**src/rtl/sevens_scan_controller_if.sv**
```systemverilog
`default_nettype none
// ============================================================================
// Module      : sevens_scan_controller_if
// Description : Signal bundle between the digit encoders, the scan controller
//               and the display pins of an 8-digit seven-segment display.
// Revision    : 1.0 - initial release
// ----------------------------------------------------------------------------
// Signals
//   segments_in  DIGITS x 8  per-digit cathode patterns, active-low
//                            (bit 7 = decimal point, index 0 = rightmost)
//   digit_mask   DIGITS      1 = digit may light, 0 = digit kept dark
//   brightness   4           global duty level 0..15
//   an           DIGITS      anode enables, active-low
//   ca           8           shared cathode bus, active-low
//   frame_start  1           one-cycle pulse at the start of slot 0
// Modports
//   master : scan controller side (drives the display pins)
//   slave  : encoder / pin side (drives patterns, observes the pins)
// ============================================================================
interface sevens_scan_controller_if #(
  parameter int DIGITS = 8
);
  logic [DIGITS-1:0][7:0] segments_in;
  logic [DIGITS-1:0]      digit_mask;
  logic [3:0]             brightness;
  logic [DIGITS-1:0]      an;
  logic [7:0]             ca;
  logic                   frame_start;

  modport master (
    input  segments_in,
    input  digit_mask,
    input  brightness,
    output an,
    output ca,
    output frame_start
  );

  modport slave (
    output segments_in,
    output digit_mask,
    output brightness,
    input  an,
    input  ca,
    input  frame_start
  );
endinterface
`default_nettype wire

```
**src/rtl/sevens_scan_controller.sv**
```systemverilog
`default_nettype none
// ============================================================================
// Module      : sevens_scan_controller
// Description : Time-multiplexes per-digit cathode patterns onto one shared
//               cathode bus with per-slot anode enables. Each slot starts
//               with a blanking window (anti-ghosting), followed by a PWM
//               lit window whose length follows the global brightness.
//               Masked digits keep their slot but stay dark.
// Revision    : 1.0 - initial release
// ----------------------------------------------------------------------------
// Ports
//   clk     in   system clock
//   resetn  in   asynchronous active-low reset
//   bus     ---  sevens_scan_controller_if.master
//                (segments_in, digit_mask, brightness in; an, ca,
//                 frame_start out, all outputs registered)
// ============================================================================
module sevens_scan_controller #(
  parameter int DIGITS       = 8,
  parameter int SLOT_CYCLES  = 12500,
  parameter int BLANK_CYCLES = 64
) (
  input  wire logic                clk,
  input  wire logic                resetn,
  sevens_scan_controller_if.master bus
);

  localparam int c_CNT_W  = (SLOT_CYCLES > 1) ? $clog2(SLOT_CYCLES) : 1;
  localparam int c_SLOT_W = (DIGITS > 1) ? $clog2(DIGITS) : 1;
  // on_len never exceeds SLOT_CYCLES-BLANK_CYCLES; one spare bit keeps the
  // offset comparison free of wrap-around.
  localparam int c_LEN_W  = c_CNT_W + 1;
  // Active window (< 2^c_CNT_W) times up to 16 needs c_CNT_W+4 bits.
  localparam int c_MUL_W  = c_CNT_W + 5;

  localparam logic [c_CNT_W-1:0]  c_CNT_LAST  = c_CNT_W'(SLOT_CYCLES - 1);
  localparam logic [c_SLOT_W-1:0] c_SLOT_LAST = c_SLOT_W'(DIGITS - 1);
  localparam logic [c_CNT_W-1:0]  c_BLANK     = c_CNT_W'(BLANK_CYCLES);
  localparam logic [c_MUL_W-1:0]  c_ACTIVE    = c_MUL_W'(SLOT_CYCLES - BLANK_CYCLES);

  // Scan position
  logic [c_CNT_W-1:0]  r_cnt;
  logic [c_SLOT_W-1:0] r_slot;

  // Values captured at the start of each slot
  logic [7:0]          r_seg_l;
  logic                r_en_l;
  logic [c_LEN_W-1:0]  r_on_len;

  // Registered outputs
  logic [DIGITS-1:0]   r_an;
  logic [7:0]          r_ca;
  logic                r_frame_start;

  logic                w_slot_start;
  logic [7:0]          w_seg_new;
  logic                w_en_new;
  logic [c_MUL_W-1:0]  w_prod;
  logic [c_LEN_W-1:0]  w_on_len_new;
  logic [7:0]          w_seg;
  logic                w_en;
  logic [c_LEN_W-1:0]  w_on_len;
  logic                w_past_blank;
  logic [c_LEN_W-1:0]  w_offset;
  logic                w_lit;
  logic [DIGITS-1:0]   w_an_lit;

  assign w_slot_start = (r_cnt == '0);
  assign w_seg_new    = bus.segments_in[r_slot];
  assign w_en_new     = bus.digit_mask[r_slot];
  assign w_prod       = c_ACTIVE * c_MUL_W'({1'b0, bus.brightness} + 5'd1);
  assign w_on_len_new = c_LEN_W'(w_prod >> 4);

  // The slot-start cycle uses the freshly sampled values directly, since the
  // latch and its first use fall in the same cycle.
  assign w_seg    = w_slot_start ? w_seg_new    : r_seg_l;
  assign w_en     = w_slot_start ? w_en_new     : r_en_l;
  assign w_on_len = w_slot_start ? w_on_len_new : r_on_len;

  assign w_past_blank = (r_cnt >= c_BLANK);
  assign w_offset     = {1'b0, r_cnt - c_BLANK};
  assign w_lit        = w_past_blank && (w_offset < w_on_len) && w_en;
  assign w_an_lit     = ~(DIGITS'(1) << r_slot);

  always_ff @(posedge clk or negedge resetn) begin
    if (!resetn) begin
      r_cnt         <= '0;
      r_slot        <= '0;
      r_seg_l       <= '0;
      r_en_l        <= 1'b0;
      r_on_len      <= '0;
      r_an          <= '1;
      r_ca          <= 8'hFF;
      r_frame_start <= 1'b0;
    end else begin
      // Scan position advance
      if (r_cnt == c_CNT_LAST) begin
        r_cnt <= '0;
        if (r_slot == c_SLOT_LAST) begin
          r_slot <= '0;
        end else begin
          r_slot <= r_slot + 1'b1;
        end
      end else begin
        r_cnt <= r_cnt + 1'b1;
      end

      // Slot-start capture; held for the rest of the slot
      if (w_slot_start) begin
        r_seg_l  <= w_seg_new;
        r_en_l   <= w_en_new;
        r_on_len <= w_on_len_new;
      end

      // Outputs for the current (slot, cnt); blank and dark look identical
      if (w_lit) begin
        r_an <= w_an_lit;
        r_ca <= w_seg;
      end else begin
        r_an <= '1;
        r_ca <= 8'hFF;
      end

      r_frame_start <= w_slot_start && (r_slot == '0);
    end
  end

  assign bus.an          = r_an;
  assign bus.ca          = r_ca;
  assign bus.frame_start = r_frame_start;

endmodule
`default_nettype wire

```
**src/flat_wrapper.sv**
```systemverilog
// flat-port wrapper written by rule: the top's interface ports become plain ports
module sevens_scan_controller_flat 
#(
  parameter int DIGITS       = 8,
  parameter int SLOT_CYCLES  = 12500,
  parameter int BLANK_CYCLES = 64
)
  (clk, resetn, bus_segments_in, bus_digit_mask, bus_brightness, bus_an, bus_ca, bus_frame_start);
  sevens_scan_controller_if #(.DIGITS(DIGITS)) bus_i ();
  input  wire logic clk;
  input  wire logic resetn;
  input wire logic [$bits(bus_i.segments_in)-1:0] bus_segments_in;
  input wire logic [$bits(bus_i.digit_mask)-1:0] bus_digit_mask;
  input wire logic [$bits(bus_i.brightness)-1:0] bus_brightness;
  output wire logic [$bits(bus_i.an)-1:0] bus_an;
  output wire logic [$bits(bus_i.ca)-1:0] bus_ca;
  output wire logic [$bits(bus_i.frame_start)-1:0] bus_frame_start;
  assign bus_i.segments_in = bus_segments_in;
  assign bus_i.digit_mask = bus_digit_mask;
  assign bus_i.brightness = bus_brightness;
  assign bus_an = bus_i.an;
  assign bus_ca = bus_i.ca;
  assign bus_frame_start = bus_i.frame_start;
  sevens_scan_controller #(.DIGITS(DIGITS), .SLOT_CYCLES(SLOT_CYCLES), .BLANK_CYCLES(BLANK_CYCLES)) u_core (.clk(clk), .resetn(resetn), .bus(bus_i));
endmodule
```
**config.mk**
```make
export PLATFORM = sky130hd
export DESIGN_NAME = sevens_scan_controller_flat
export DESIGN_NICKNAME = d
export VERILOG_FILES = /design/src/rtl/sevens_scan_controller_if.sv /design/src/rtl/sevens_scan_controller.sv /design/src/flat_wrapper.sv
export SDC_FILE = /design/constraint.sdc
export NUM_CORES = 1
export LEC_CHECK = 0
export BUFFER_PORTS_ARGS = -buffer_cell sky130_fd_sc_hd__buf_2
export CAP_MARGIN = 20
export CORE_MARGIN = 3
export CORE_UTILIZATION = 30
export CTS_BUF_LIST = sky130_fd_sc_hd__clkbuf_16
export DETAILED_ROUTE_END_ITERATION = 8
export MAX_ROUTING_LAYER = met4
export PLACE_DENSITY = 0.59
export SYNTH_ARGS = -nofsm -noshare
export SYNTH_HDL_FRONTEND = slang
export SYNTH_SLANG_ARGS = --single-unit
```
**constraint.sdc**
```tcl
create_clock -name clk -period 5.1 [get_ports clk]
set_clock_uncertainty 0.15 [all_clocks]
set_input_delay 0.51 -clock clk [delete_from_list [all_inputs] [get_ports clk]]
set_output_delay 0.51 -clock clk [all_outputs]
set_load 0.05 [all_outputs]
```
==> metrics.md, run 1 <==
| Metric | Value |
|---|---|
| Latest clock arrival within the worst-skew pair | `0.33 ns` |
| Max transition margin | `0.473` |
| Multi-input combinational cell area | `2490 µm²` |
| Initial antenna violation count | `0` |
| Static leakage | `2.45 nW` |
| Count leader, synth | `ha_1` |
| Sequential fraction of the synthesis area | `0.357` |
| H-tree lvl count | `3` |
| Slowest CP cell | `xor2_1` |
| I/O Buffers | `94` |
| Worst path buffer plus inverter count | `3` |
| Layout cell share with drive strength beyond 1 | `0.342` |
| Average wire per standard cell | `14.9 µm` |
| Clock tree buffer depth | `2` |
| Area leader, netlist | `dfrtp_1` |
| Synth top cells by count | `ha_1 (48), dfrtp_1 (42), nand2_1 (42)` |
| Max incr delay on CP | `0.43 ns` |
| Post-synth EDFFs | `0` |
| Num CTS Buffers | `9` |
| Seq. cell area | `1470 µm²` |
| Flops & latches, synth | `58` |
| CP most frequent cell | `ha_1` |
| Post-placement cell count | `657` |
| Hold Buf Count CTS | `0` |
| Root Buffer | `clkbuf_16` |
| Synth-to-layout area growth | `25.7%` |
| CP required | `5.18 ns` |
| Die width | `123 µm` |
| CP startpoint | `bus_brightness[0]` |
| Synth Cell Area | `4130 µm²` |
| Dpl hpwl | `7870 µm` |
| Critical path class | `in2reg` |
| RD Place Congestion | `0.788` |
| Fin. Hold Viols | `0` |
| Worst-case reg-to-reg path depth | `12` |
| Non-filler cells, final | `676` |
| Clk sinks | `58` |
| Mapped Cells | `396` |
| Post-route cell area | `5190 µm²` |
| Design Power | `1.51 mW` |
| Critical R2R Launch | `u_core.r_cnt[8]` |
| Total grt overflow | `0` |
| Final period util | `0.923` |
| Max cap viols | `0` |
| WP data arrival | `4.79 ns` |
| Nets | `621` |
| Reg-to-reg endpoint | `u_core.bus.an[6]` |
| Initial Util | `0.309` |
| GRT Resource Usage Total | `0.136` |
| First-pass GRT wire length | `15,800 µm` |
| Post-layout min period | `4.71 ns` |
| RSZ-0062 raised after global routing | `false` |
| CTS tree | `done` |
| Number of remaining DRC errors | `0` |
| DR pass1 iterations | `4` |
| Crit Path Max Fanout | `16` |
| Cell Area, Placed | `4790 µm²` |
| Outcome | `finished, final reports clean` |
| Slew Viols, Final | `0` |
| Post-DRT Antenna Nets | `0` |
| Reg clk slew, reported paths | `0.05 ns` |
| Largest net degree at the start of global routing | `59` |
| Slew @ Worst Pin | `0.791 ns` |
| Crit-path cells | `buf_2 -> ha_1 -> xor2_1 -> nand2b_1 -> ha_1 -> ha_1 -> a21o_1 -> a21o_1 -> a221oi_1 -> buf_4 -> o31ai_1 -> xor2_1 -> o21a_1 -> ha_1 -> o21ai_0 -> o21ai_0 -> a211o_1 -> a221oi_2 -> a221o_2 -> buf_12 -> nand4b_1` |
| Nature of the critical path endpoint | `register` |
| Worst vdd ir | `0.176 mV` |
| Distinct cells, synth | `52` |
| # IOs | `95` |
| Via Count | `3,309` |
| Fmax | `212 MHz` |
| Min-delay worst type | `in2async` |
| Syn avg cell area | `10.4 µm²` |
| Syn nets | `522` |
| Share of the synthesized area in the top cell type | `0.255` |
| Flop2flop setup slack | `0.89 ns` |
| FILL cells | `1,329` |
| Total core area | `13,300 µm²` |
| Full die area | `15,200 µm²` |
| N_diodes | `0` |
| Number of DRC markers in iteration 0 | `190` |
| Ys flop type | `dfrtp_1` |
| Top post-synthesis cells by area | `dfrtp_1 (25%), ha_1 (15%), dfstp_2 (10%), mux4_2 (9.8%), xnor2_1 (4.7%)` |
| YS warnings | `0` |
| Vias/cell | `4.89` |
| Num rows | `42` |
| Cell family with most CP delay | `compound AO/OA/AOI/OAI gates` |
| Wirelength, routed | `10,100 µm` |
| Final setup vio count | `0` |
| Async S/R FF share, synth | `1.00` |
| Pwr Density | `292 nW/µm²` |
| Vias in the first global route | `3,208` |
| Startpoint types | `input pin` |
| Die span in y | `123 µm` |
==> final cells by class <==
type,count,area share
clock inverter,7,0.0241
inverter,24,0.0174
sequential,58,0.284
clock buffer,9,0.0434
timing repair buffer,105,0.109
multi-input combinational,297,0.480
tap,176,0.0425
==> worst reg2reg max path, cell delays in order (launching register included) <==
cell	delay, ns
dfrtp_1	0.49
or4_4	0.62
or4_4	0.82
mux2_2	0.42
inv_1	0.06
ha_1	0.23
a21oi_1	0.12
o21ai_0	0.14
a211o_1	0.33
a221oi_2	0.29
a221o_2	0.18
buf_12	0.14
nand4b_1	0.11
==> layout by cell type, fill, tap and decap left out, types with 2 or more instances in the layout <==
master	count
mux2_2	8
ha_1	48
nand4_1	4
a211oi_1	2
nor2_1	29
xnor2_1	21
mux2i_1	13
nor3_1	3
and2_1	2
a21oi_1	6
nand4b_1	3
a21o_1	2
dfstp_2	16
o21ai_0	25
xor2_1	10
o31ai_1	5
clkbuf_16	9
or3_1	3
buf_2	94
and3_1	4
inv_1	23
nand2b_1	2
clkinv_4	3
nand3b_1	3
nand3_1	9
bufinv_16	3
dfrtp_1	42
or4_4	2
nor3b_1	2
nand2_1	42
nor2b_1	2
buf_4	9
a31oi_1	2
o21a_1	7
mux4_2	18
==> metrics by stage <==
| step | hold slack (ns) | setup TNS (ns) | utilization | setup WS (ns) |
|---|---|---|---|---|
| after detailed placement | 0.318 | -0.0305 | 0.359 | -0.0134 |
| after floorplan | 0.0644 | 0 | - | 0.448 |
| after global routing | 0.242 | 0 | 0.389 | 0.0520 |
| after global placement | 0.318 | 0 | 0.359 | 0.0852 |
| final | 0.170 | 0 | 0.389 | 0.391 |
| after CTS | 0.203 | 0 | 0.385 | 0.304 |
==> registers in the layout (all words and copies together) (netlist names) <==
register                flops
u_core.r_on_len            15
u_core.r_cnt               14
u_core.bus.an               8
u_core.bus.ca               8
u_core.r_seg_l              8
u_core.r_slot               3
u_core.bus.frame_start      1
u_core.r_en_l               1
==> cell families (layout without fill, tap and decap cells) <==
logic type               Yosys count  count (layout)  share of synthesized area
AO/OA/AOI/OAI                     61              61                     0.0971
XOR/XNOR                          32              32                     0.0679
adder cells (fa/ha/maj)           49              49                      0.148
buffers and inverters             41             145                     0.0434
flip-flops                        58              58                      0.357
multiplexers                      39              39                      0.152
other                              1               1                   0.000909
AND/OR/NAND/NOR                  115             115                      0.134
==> what timing repair did <==
item	4_1_cts	5_1_grt
hold endpoints to repair	0	0
resized for setup	0	1
setup buffers	0	1
setup endpoints to repair	0	16
==> how the worst max path moves through the flow <==
stage                             to  slack [ns]  cells past startpoint
detailed placement  u_core.bus.an[6]       -0.01                     21
global placement    u_core.bus.an[6]        0.09                     21
global route        u_core.bus.an[6]        0.05                     20
finish              u_core.bus.an[6]        0.39                     21
floorplan           u_core.bus.an[1]        0.45                     20
CTS                 u_core.bus.an[6]        0.30                     20
==> where the power goes <==
group	switching, mW	total [mW]	leakage [nW]	internal (mW)
combinational	0.158	0.305	1.59	0.147
clock	0.224	0.705	0.170	0.481
sequential	0.00959	0.503	0.690	0.493
==> layer usage <==
metal	track usage	vias to the layer above	part of all wire
met5	-	-	0
met4	0.0450	0	0.017
met3	0.0178	18	0.031
met2	0.198	69	0.47
met1	0.194	1610	0.48
li1	-	1612	-
No activity file was read; power rests on OpenSTA's default activity.
==> run 2: changes to the inputs <==
Settings changed: PLACE_DENSITY 0.59 to 0.58.
Clock period 5.1 ns to 5.75 ns, I/O delays scaled along.
==> run 2 against run 1 <==
Compared with the run above: worst setup slack improved by 0.26 ns; core utilization is 0.54 points lower; clock power decreased by 11%; register-to-register slack gained 0.69 ns; count of clock-buffer cells in the layout unchanged; power is 12% lower; flip-flop and latch count unchanged; final area is 1.4% lower; worst hold slack gained 0.064 ns; sequential power shrank 12%; die area is the same; routed wire length up 2.2%.
==> metrics.md, run 2 (synthesized netlist as in run 1, its figures left out) <==
| Metric | Value |
|---|---|
| Outcome | `finished, final reports clean (unchanged)` |
| Post-route cell area | `5110 µm² (was 5190 µm²)` |
| Critical path class | `in2reg (unchanged)` |
| Fmax | `196 MHz` |
| Vias/cell | `4.85 (was 4.89)` |
| Initial antenna violation count | `0 (unchanged)` |
| Root Buffer | `clkbuf_16 (unchanged)` |
| CTS tree | `done (unchanged)` |
| Num rows | `42 (unchanged)` |
| Largest net degree at the start of global routing | `59 (unchanged)` |
| Reg clk slew, reported paths | `0.06 ns (was 0.05 ns)` |
| Die span in y | `123 µm (unchanged)` |
| FILL cells | `1,333 (was 1,329)` |
| Via Count | `3,244 (was 3,309)` |
| Num CTS Buffers | `9 (unchanged)` |
| Total grt overflow | `0 (unchanged)` |
| N_diodes | `0 (unchanged)` |
| Nets | `614 (was 621)` |
| Largest regs | `u_core.r_on_len x15, u_core.r_cnt x14 (unchanged)` |
| Total core area | `13,300 µm² (unchanged)` |
| Full die area | `15,200 µm² (unchanged)` |
| Max reg flops | `15 (unchanged)` |
| Crit Path Max Fanout | `16 (unchanged)` |
| RSZ-0062 raised after global routing | `false (unchanged)` |
| Max cap viols | `0 (unchanged)` |
| # IOs | `95 (unchanged)` |
| Max transition margin | `0.454 (was 0.473)` |
| Post-layout min period | `5.10 ns` |
| Slew @ Worst Pin | `0.819 ns (was 0.791 ns)` |
| Post-DRT Antenna Nets | `0 (unchanged)` |
| Grt met1 use | `0.208 (was 0.194)` |
| Slew Viols, Final | `0 (unchanged)` |
| Fin. Hold Viols | `0 (unchanged)` |
| Layout cell share with drive strength beyond 1 | `0.331 (was 0.342)` |
| GR Util met3 | `0.0137 (was 0.0178)` |
| Average wire per standard cell | `15.4 µm (was 14.9 µm)` |
| RD Place Congestion | `0.826 (was 0.788)` |
| Met2 Usage GRT | `0.199 (was 0.198)` |
| H-tree lvl count | `3 (unchanged)` |
| Setup_tns | `0 ns (unchanged)` |
| Multi-input combinational cell area | `2480 µm² (was 2490 µm²)` |
| WP data arrival | `5.18 ns (was 4.79 ns)` |
| Final period util | `0.887` |
| Nature of the critical path endpoint | `register (unchanged)` |
| Post-CTS setup buffers | `0 (unchanged)` |
| Latest clock arrival within the worst-skew pair | `0.33 ns (about the same)` |
| Number of DRC markers in iteration 0 | `203 (was 190)` |
| First-pass GRT wire length | `16,300 µm (was 15,800 µm)` |
| Clk sinks | `58 (unchanged)` |
| Clock tree buffer depth | `2 (unchanged)` |
| Synth-to-layout area growth | `24.0% (was 25.7%)` |
| Number of remaining DRC errors | `0 (unchanged)` |
| Dpl hpwl | `8200 µm (was 7870 µm)` |
| Vias in the first global route | `3,170 (was 3,208)` |
| Initial Util | `0.309 (unchanged)` |
| Static leakage | `2.41 nW (was 2.45 nW)` |
| Cell Area, Placed | `4750 µm² (was 4790 µm²)` |
| CP required | `5.83 ns (was 5.18 ns)` |
| Worst vdd ir | `0.151 mV (was 0.176 mV)` |
| Cts repair resizes | `0 (unchanged)` |
| WHS | `0.235 ns (was 0.170 ns)` |
| Final setup vio count | `0 (unchanged)` |
| GRT Resource Usage Total | `0.139 (was 0.136)` |
| Top reg by flops | `u_core.r_on_len (unchanged)` |
| Min-delay worst type | `in2async (unchanged)` |
| Most common cell after layout, fill and taps aside | `buf_2 (unchanged)` |
| Setup ws final | `0.648 ns (was 0.391 ns)` |
| Place WS | `0.372 ns (was -0.0134 ns)` |
| Final Core Density | `0.383 (was 0.389)` |
| I/O Buffers | `94 (unchanged)` |
| Die width | `123 µm (unchanged)` |
| Startpoint types | `input pin (unchanged)` |
| Wirelength, routed | `10,300 µm (was 10,100 µm)` |
| Seq. cell area | `1470 µm² (unchanged)` |
| Pwr Density | `260 nW/µm² (was 292 nW/µm²)` |
| Most frequent cells in the layout | `buf_2 (94), ha_1 (48), nand2_1 (42), dfrtp_1 (42), nor2_1 (29) (unchanged)` |
| DR pass1 iterations | `4 (unchanged)` |
| Hold Buf Count CTS | `0 (unchanged)` |
| GRT busiest layer | `met1 (was met2)` |
-- run 2: cell count changes in the layout (fill, tap and decap cells not counted) --
cell | before | now
clkbuf_4 | 1 | 0
buf_4 | 9 | 4
buf_12 | 1 | 0
inv_6 | 1 | 2
xnor2_2 | 1 | 0
xnor2_1 | 21 | 22
clkinv_4 | 3 | 2
-- run 2: final timing paths --
| path | startpoint | endpoint | slack (ns) | cells after the start |
|---|---|---|---|---|
| max | bus_brightness[0] | u_core.bus.an[4] | 0.65 | 20 |
| min | resetn | u_core.r_seg_l[3] | 0.23 | 2 |
| max reg2reg | u_core.r_cnt[8] | u_core.bus.an[4] | 1.58 | 11 |
| min reg2reg | u_core.r_on_len[9] | u_core.r_on_len[9] | 0.33 | 2 |
| max in group asynchronous | resetn | u_core.r_seg_l[0] | 4.72 | 2 |
| min in group clk | u_core.r_on_len[9] | u_core.r_on_len[9] | 0.33 | 2 |
-- run 2: critical path, cell delays in order --
cell and delay (ns):
buf_2 0.12, and3_1 0.19, xnor2_1 0.32, inv_1 0.16, ha_1 0.21, ha_1 0.19
ha_1 0.32, a31oi_1 0.30, a22oi_1 0.22, maj3_1 0.44, nand2_1 0.11, xnor2_1 0.16
mux2i_1 0.12, ha_1 0.35, a211oi_1 0.21, o21ai_0 0.14, a211o_1 0.31, a221oi_2 0.26
a221o_2 0.32, nand4b_1 0.15
-- run 2: area by class of cell --
| cell class | count | share of cell area |
|---|---|---|
| Tap cell | 176 | 0.0431 |
| Clock buffer | 9 | 0.0440 |
| Inverter | 24 | 0.0176 |
| Clock inverter | 7 | 0.0245 |
| Sequential cell | 58 | 0.288 |
| Timing Repair Buffer | 98 | 0.0979 |
| Multi-Input combinational cell | 297 | 0.485 |
-- run 2: layer usage --
layer,vias to the layer above,share of wire,routed length [µm]
met1,1588,0.50,5180
met5,-,0,0
met2,40,0.47,4840
li1,1605,-,-
met3,11,0.015,154
met4,0,0.014,144
-- run 2: through the flow --
stage          cells  total power, mW
6_report         669             1.33
5_1_grt          669             1.40
4_1_cts          667             1.34
3_5_place_dp     651            0.708
3_3_place_gp     651            0.698
2_1_floorplan    396            0.627
-- run 2: report_power, final --
part / switching [mW] / total [mW] / internal (mW)
Combinational: 0.139 / 0.257 / 0.118
Clock: 0.198 / 0.625 / 0.427
Sequential: 0.00775 / 0.445 / 0.437
